==> src/rtl/mem_pkg.sv <==
// Shared types and default sizing for the mem_access load/store unit.
package mem_pkg;

   localparam int DEF_DATA_W    = 16;
   localparam int DEF_ADDR_W    = 16;
   localparam int DEF_MEM_DEPTH = 64;

   typedef enum logic [1:0] {
      ST_IDLE    = 2'd0,
      ST_ISSUE   = 2'd1,
      ST_CAPTURE = 2'd2,
      ST_RESP    = 2'd3
   } state_e;

   function automatic bit is_pow2(input int v);
      return (v > 0) && ((v & (v - 1)) == 0);
   endfunction

endpackage

==> src/rtl/mem_access.sv <==
// Single-request load/store unit in front of a synchronous-read RAM.
// Optional macro MEM_ACCESS_RANGE_CHK_EN: reject addresses >= MEM_DEPTH with resp_err.
module mem_access
   import mem_pkg::*;
#(
   parameter int DATA_W    = DEF_DATA_W,
   parameter int ADDR_W    = DEF_ADDR_W,
   parameter int MEM_DEPTH = DEF_MEM_DEPTH
) (
   input  logic              clk,
   input  logic              reset_n,
   input  logic              req_valid,
   output logic              req_ready,
   input  logic              req_write,
   input  logic [ADDR_W-1:0] req_addr,
   input  logic [DATA_W-1:0] req_wdata,
   output logic              resp_valid,
   input  logic              resp_ready,
   output logic [DATA_W-1:0] resp_rdata,
   output logic              resp_err,
   output logic              ram_enable,
   output logic              ram_write,
   output logic [ADDR_W-1:0] ram_addr,
   output logic [DATA_W-1:0] ram_wdata,
   input  logic [DATA_W-1:0] ram_rdata
);

   if (!is_pow2(MEM_DEPTH)) begin : g_depth_chk
      $error("MEM_DEPTH must be a power of two");
   end

   state_e              state_q, state_d;
   logic                ram_enable_q, ram_enable_d;
   logic                ram_write_q, ram_write_d;
   logic [ADDR_W-1:0]   ram_addr_q, ram_addr_d;
   logic [DATA_W-1:0]   ram_wdata_q, ram_wdata_d;
   logic [DATA_W-1:0]   resp_rdata_q, resp_rdata_d;
   logic                resp_err_q, resp_err_d;
   logic                addr_err;

`ifdef MEM_ACCESS_RANGE_CHK_EN
   // Widened by one bit so a depth equal to 2**ADDR_W never overflows the compare.
   localparam logic [ADDR_W:0] DEPTH_L = (ADDR_W + 1)'(MEM_DEPTH);
   assign addr_err = ({1'b0, req_addr} >= DEPTH_L);
`else
   assign addr_err = 1'b0;
`endif

   always_comb begin
      state_d      = state_q;
      ram_enable_d = 1'b0;
      ram_write_d  = ram_write_q;
      ram_addr_d   = ram_addr_q;
      ram_wdata_d  = ram_wdata_q;
      resp_rdata_d = resp_rdata_q;
      resp_err_d   = resp_err_q;

      case (state_q)
         ST_IDLE: begin
            if (req_valid) begin
               if (addr_err) begin
                  state_d      = ST_RESP;
                  resp_err_d   = 1'b1;
                  resp_rdata_d = '0;
               end else begin
                  state_d      = ST_ISSUE;
                  ram_enable_d = 1'b1;
                  ram_write_d  = req_write;
                  ram_addr_d   = req_addr;
                  ram_wdata_d  = req_wdata;
                  resp_err_d   = 1'b0;
               end
            end
         end
         ST_ISSUE: begin
            ram_write_d = 1'b0;
            if (ram_write_q) begin
               state_d      = ST_RESP;
               resp_rdata_d = '0;
            end else begin
               state_d = ST_CAPTURE;
            end
         end
         // RAM read data is valid in this cycle, one edge after the read was issued.
         ST_CAPTURE: begin
            resp_rdata_d = ram_rdata;
            state_d      = ST_RESP;
         end
         ST_RESP: begin
            if (resp_ready) state_d = ST_IDLE;
         end
         default: state_d = ST_IDLE;
      endcase
   end

   always_ff @(posedge clk or negedge reset_n) begin
      if (!reset_n) begin
         state_q      <= ST_IDLE;
         ram_enable_q <= 1'b0;
         ram_write_q  <= 1'b0;
         ram_addr_q   <= '0;
         ram_wdata_q  <= '0;
         resp_rdata_q <= '0;
         resp_err_q   <= 1'b0;
      end else begin
         state_q      <= state_d;
         ram_enable_q <= ram_enable_d;
         ram_write_q  <= ram_write_d;
         ram_addr_q   <= ram_addr_d;
         ram_wdata_q  <= ram_wdata_d;
         resp_rdata_q <= resp_rdata_d;
         resp_err_q   <= resp_err_d;
      end
   end

   assign req_ready  = (state_q == ST_IDLE);
   assign resp_valid = (state_q == ST_RESP);
   assign resp_rdata = resp_rdata_q;
   assign resp_err   = resp_err_q;
   assign ram_enable = ram_enable_q;
   assign ram_write  = ram_write_q;
   assign ram_addr   = ram_addr_q;
   assign ram_wdata  = ram_wdata_q;

endmodule

==> config.mk <==
export PLATFORM = sky130hd
export DESIGN_NAME = mem_access
export DESIGN_NICKNAME = d
export VERILOG_FILES = /design/src/rtl/mem_pkg.sv /design/src/rtl/mem_access.sv
export SDC_FILE = /design/constraint.sdc
export NUM_CORES = 1
export LEC_CHECK = 0
export CAP_MARGIN = 20
export CELL_PAD_IN_SITES_DETAIL_PLACEMENT = 1
export CELL_PAD_IN_SITES_GLOBAL_PLACEMENT = 1
export CORE_MARGIN = 8
export CORE_UTILIZATION = 34
export CTS_CLUSTER_SIZE = 24
export DETAILED_ROUTE_END_ITERATION = 16
export PLACE_DENSITY_LB_ADDON = 0.2
export SYNTH_ARGS = -nofsm -noshare
export SYNTH_HDL_FRONTEND = slang
export SYNTH_SLANG_ARGS = --single-unit
==> constraint.sdc <==
create_clock -name clk -period 4.4 [get_ports clk]
set_input_delay 0.88 -clock clk [delete_from_list [all_inputs] [get_ports clk]]
set_output_delay 0.88 -clock clk [all_outputs]
set_load 0.05 [all_outputs]
---- After elaboration in Yosys (flattened, before gate mapping) ----
Index checks and enable logic that the tools add are counted.
storage, ports and cells
  bits in registers ....................... 52
operators by class
  muxes and demuxes ....................... 10
  reductions and logical operators ........ 7
  eq/ne operators ......................... 6
operators by type and width
  kind                                                   number
  one-hot mux 16 bit (2 select lines)                    1
  2-to-1 mux 16 bit                                      1
  one-hot mux 2 bit (4 select lines)                     1
  AND reduction 2 bit                                    4
  equality test 2 bit, second input constant             2
  2-to-1 mux 1 bit                                       4
  2-to-1 mux 2 bit                                       2
  inequality test 2 bit, second input constant           2
  nonzero test 2 bit                                     2
  equality test 2 x 1 -> 1 bit, second input constant    1
  logical NOT 2 bit                                      1
  inequality test 2 x 1 -> 1 bit, second input constant  1
  one-hot mux 1 bit (2 select lines)                     1

---- Longest topological paths before layout ----
  depth after elaboration ................. 3
  gate-level depth with buffers ........... 7
  depth with buffers taken out ............ 5

---- Worst setup path before layout ----
Ideal clock, no wire load.
  path type ............................... register to register
  from .................................... reg state_q[0]
  to ...................................... reg ram_addr_q[10] (netlist: ram_addr[10])
  data arrival time ....................... 1.837 ns
  path buffers ............................ 2
  stages on the path, launching flop included .. 7
  clock period less this slack ............ 1.962 ns
  slack ................................... 2.438 ns
  setup time .............................. 0.125 ns
  cell sequence ........................... dfrtp_1 > inv_1 > ha_1 > and2_4 > buf_6 > buf_12 > mux2_4
between the ends
  longest elaborated chain between the ends .. 2
ends and longest elaborated chain
  element                        RTL line           RTL
  from (decl)                    mem_access.sv:32   state_e state_q, state_d;
  from (signal assigned)         mem_access.sv:106  state_q <= state_d;
  logical NOT 2 bit              -
  net req_ready                  mem_access.sv:13   output logic req_ready,
  AND reduction 2 bit (no line)  -
  to (signal assigned)           mem_access.sv:109  ram_addr_q <= ram_addr_d;
  to (decl)                      mem_access.sv:35   logic [ADDR_W-1:0] ram_addr_q, ram_addr_d;
The timed path passes the listed nets, and every way through them passes these cells.
A chain may end at the register's enable or synchronous reset.

---- Final worst setup path ----
  from .................................... reg state_q[0]
  to ...................................... out req_ready
between the ends
  longest elaborated chain between the ends .. 1
ends and longest elaborated chain
  element            RTL line           RTL
  logical NOT 2 bit  mem_access.sv:116  assign req_ready = (state_q == ST_IDLE);
  to (decl)          mem_access.sv:13
No other way between the ends.

==> summary.txt <==
Status: finished clean
Achievable clock frequency: 0.349 GHz
Vias per cell: 4.58
Layout area overhead: 50.7%
Layout cells sized above 1: 17.6%
Final hold vios: 0
Sequential share of power: 28.4%
Hold path depth: 2
Worst vdd ir: 0.000451 V
Initial antenna violation count: 0
Seq/Total Area, Yosys: 58.2%
Routed WL: 6050 µm
Chip width: 97.1 µm
Unrepaired setup endpoints after global routing: false
Synth Area in Adders: 2.24%
YS warnings: 0
Grt ovf: 0
Clock tree from TritonCTS: built
Row count: 29
Worst slack, placed: 1850 ps
Clk sinks: 52
Most frequent cells in the layout: clkdlybuf4s50_1 (103), dfrtp_1 (52), nand2_1 (33), mux2_4 (28), o21ai_0 (16)
Final slew viol count: 0
First-pass GRT wire length: 9820 µm
Int Pwr: 1470 µW
Final period utilization: 65.0%
DRC: 0
Crit end category: output port
Sw frac: 46.9%
Cell Area, Synth: 0.00224 mm²
Post-DP HPWL: 4620 µm
Combinational Power Share: 61.4%
Slew headroom: 55.3%
Setup bufs post-CTS: 0
Gpl congestion: 0.700
Worst EP arrival: 1980 ps
Largest net degree at the start of global routing: 53
Post-synthesis mux area share: 21.9%
Post-Synthesis Cells: 163
Drt wl/cell: 17.6 µm
# setup viols final: 0
Met3 WL: 359 µm
PortBufs: 104
Xor and xnor fraction of the mapped netlist area: 0%
Final Hold Slack: 487 ps
CTS Hold Bufs: 0
Compound-Gate Fraction of Synth Area: 5.31%
Startpoint Class: register
# IOs: 106
Worst min path class: reg2reg
Metal1 wirelength: 2470 µm
Sw power: 1300 µW
Maximum fanout along the worst path: 6
CP cell instances: inv_1 -> ha_1 -> clkdlybuf4s50_1
Avg Cell Area, Syn: 13.7 µm²
GRT Overall Usage: 12.9%
Top sig layer: met4
Post-cts resize count: 0
Final setup skew: 7.27 ps
Total CTS buffers: 5
Distinct cells, synth: 23
Via count: 1,574
Vias in the first global route: 1,773
Part of the power in the clock network: 10.2%
Leakage Power: 0.00146 µW
DIE AREA: 0.00943 mm²
Fin worst setup slack: 1540 ps
Worst-margin pin slew: 670 ps
Slowest cell delay on critical path: 850 ps
Deepest clock path buffer count: 2
Power Density: 822 mW/mm²
Met2 WL: 3030 µm
DP Cell Count: 336
Max cap viols: 0
ANT cells: 0
Final non-filler cell total: 344
Min Tclk post-route: 2860 ps
CP Class: reg2out
Reg2Reg Depth: 4
Initial drt markers: 11
NumNets Final: 323
Die height: 97.1 µm
Worst-Skew Late Latency: 300 ps
DRT Pass-1 Iters: 2
Crit path max-delay cell type: clkdlybuf4s50_1
H-tree Lvls: 2
ANT nets after route: 0
Seq cells post-synth: 52
Largest family of logic cells by synthesized area: multiplexers
Fill count: 656
Worst-path clk slew: 90 ps
Most common cell after layout, fill and taps aside: clkdlybuf4s50_1
Core Area: 0.00635 mm²
Syn_nets: 220
Synth Area in Simple Gates: 6.88%
Initial Utilization: 35.2%
Root buf cell: clkbuf_8
Critical Path RT: 3520 ps
Final total negative setup slack: 0 ps
-- registers in the layout, indices dropped and copies added, names as in the netlist --
register / cells
resp_rdata: 16
ram_wdata: 16
state_q: 2
ram_enable: 1
ram_write: 1
ram_addr: 16
-- through the flow --
step | cell area [µm²] | power [µW] | utilization (%)
after floorplan | 2240 | 1990 | -
after global placement | 3280 | 2490 | 51.6
after detailed placement | 3280 | 2520 | 51.6
after CTS | 3370 | 2820 | 53.1
after global routing | 3370 | 2910 | 53.1
final | 3370 | 2770 | 53.1
-- kinds of logic (layout without fill, tap and decap cells) --
group,Yosys count,in the layout
flops,52,52
simple gates,37,37
mux,34,34
compound gates,22,22
buf+inv,13,117
fa+ha+maj,4,4
other cells,1,1
-- Yosys cell counts --
cell,n,area (µm²)
a211oi_1,1,7.51
ha_1,4,50.1
nor2_1,1,3.75
mux2i_2,1,13.8
buf_12,3,60.1
buf_4,3,22.5
and2b_2,2,17.5
inv_1,3,11.3
a22oi_1,1,7.51
dfrtp_1,52,1300
nand2_1,33,124
clkbuf_1,1,3.75
clkbuf_2,1,5.00
conb_1,1,3.75
mux2_4,28,420
buf_6,1,11.3
a211o_1,1,8.76
a21oi_1,2,10.0
o21ai_0,16,80.1
and2_4,1,8.76
mux2_2,5,56.3
buf_2,1,5.00
o21ai_1,1,5.00
-- critical path, delay by kind of cell, from the launching register on --
kind | cells | cell delay [ps]
fa+ha+maj | 1 | 290
flops | 1 | 410
buf+inv | 2 | 990
-- power groups by stage --
| stage | registers, µW | clock network, µW | logic [µW] |
|---|---|---|---|
| after global routing | 813 | 312 | 1790 |
| final | 787 | 283 | 1700 |
| after floorplan | 1440 | 0 | 555 |
| after CTS | 791 | 297 | 1730 |
| after global placement | 790 | 0 | 1700 |
| after detailed placement | 797 | 0 | 1720 |
-- routing by layer --
layer  GRT usage, %  vias to the layer above
met5              0                        -
met4           5.33                        0
met3           4.27                       13
met2           20.9                       56
met1           15.3                      763
li1               -                      742
-- path summary, 6_finish.rpt --
check                      slack, ps                      start                        end
setup / recovery                1540     state_q[0]$_DFFE_PN0P_                  req_ready
hold / removal                   490  resp_rdata[4]$_DFFE_PN0P_  resp_rdata[4]$_DFFE_PN0P_
setup reg to reg                2470     state_q[0]$_DFFE_PN0P_  ram_wdata[12]$_DFFE_PN0P_
hold reg to reg                  490  resp_rdata[4]$_DFFE_PN0P_  resp_rdata[4]$_DFFE_PN0P_
max in group asynchronous       3260                    reset_n     state_q[0]$_DFFE_PN0P_
min in group asynchronous        680                    reset_n   ram_wdata[0]$_DFFE_PN0P_
-- final cells by class --
class                   count  area [µm²]  share of cell area [%]
flip-flops and latches     52        1300                    38.6
repair buffers            106        1050                    31.2
multi-input cells          98         817                    24.2
well taps                  77        96.3                    2.86
clock buffers               7        86.3                    2.56
inverters                   3        11.3                   0.334
clock inverters             1        7.51                   0.223
Power figures use the tool's default switching activity.
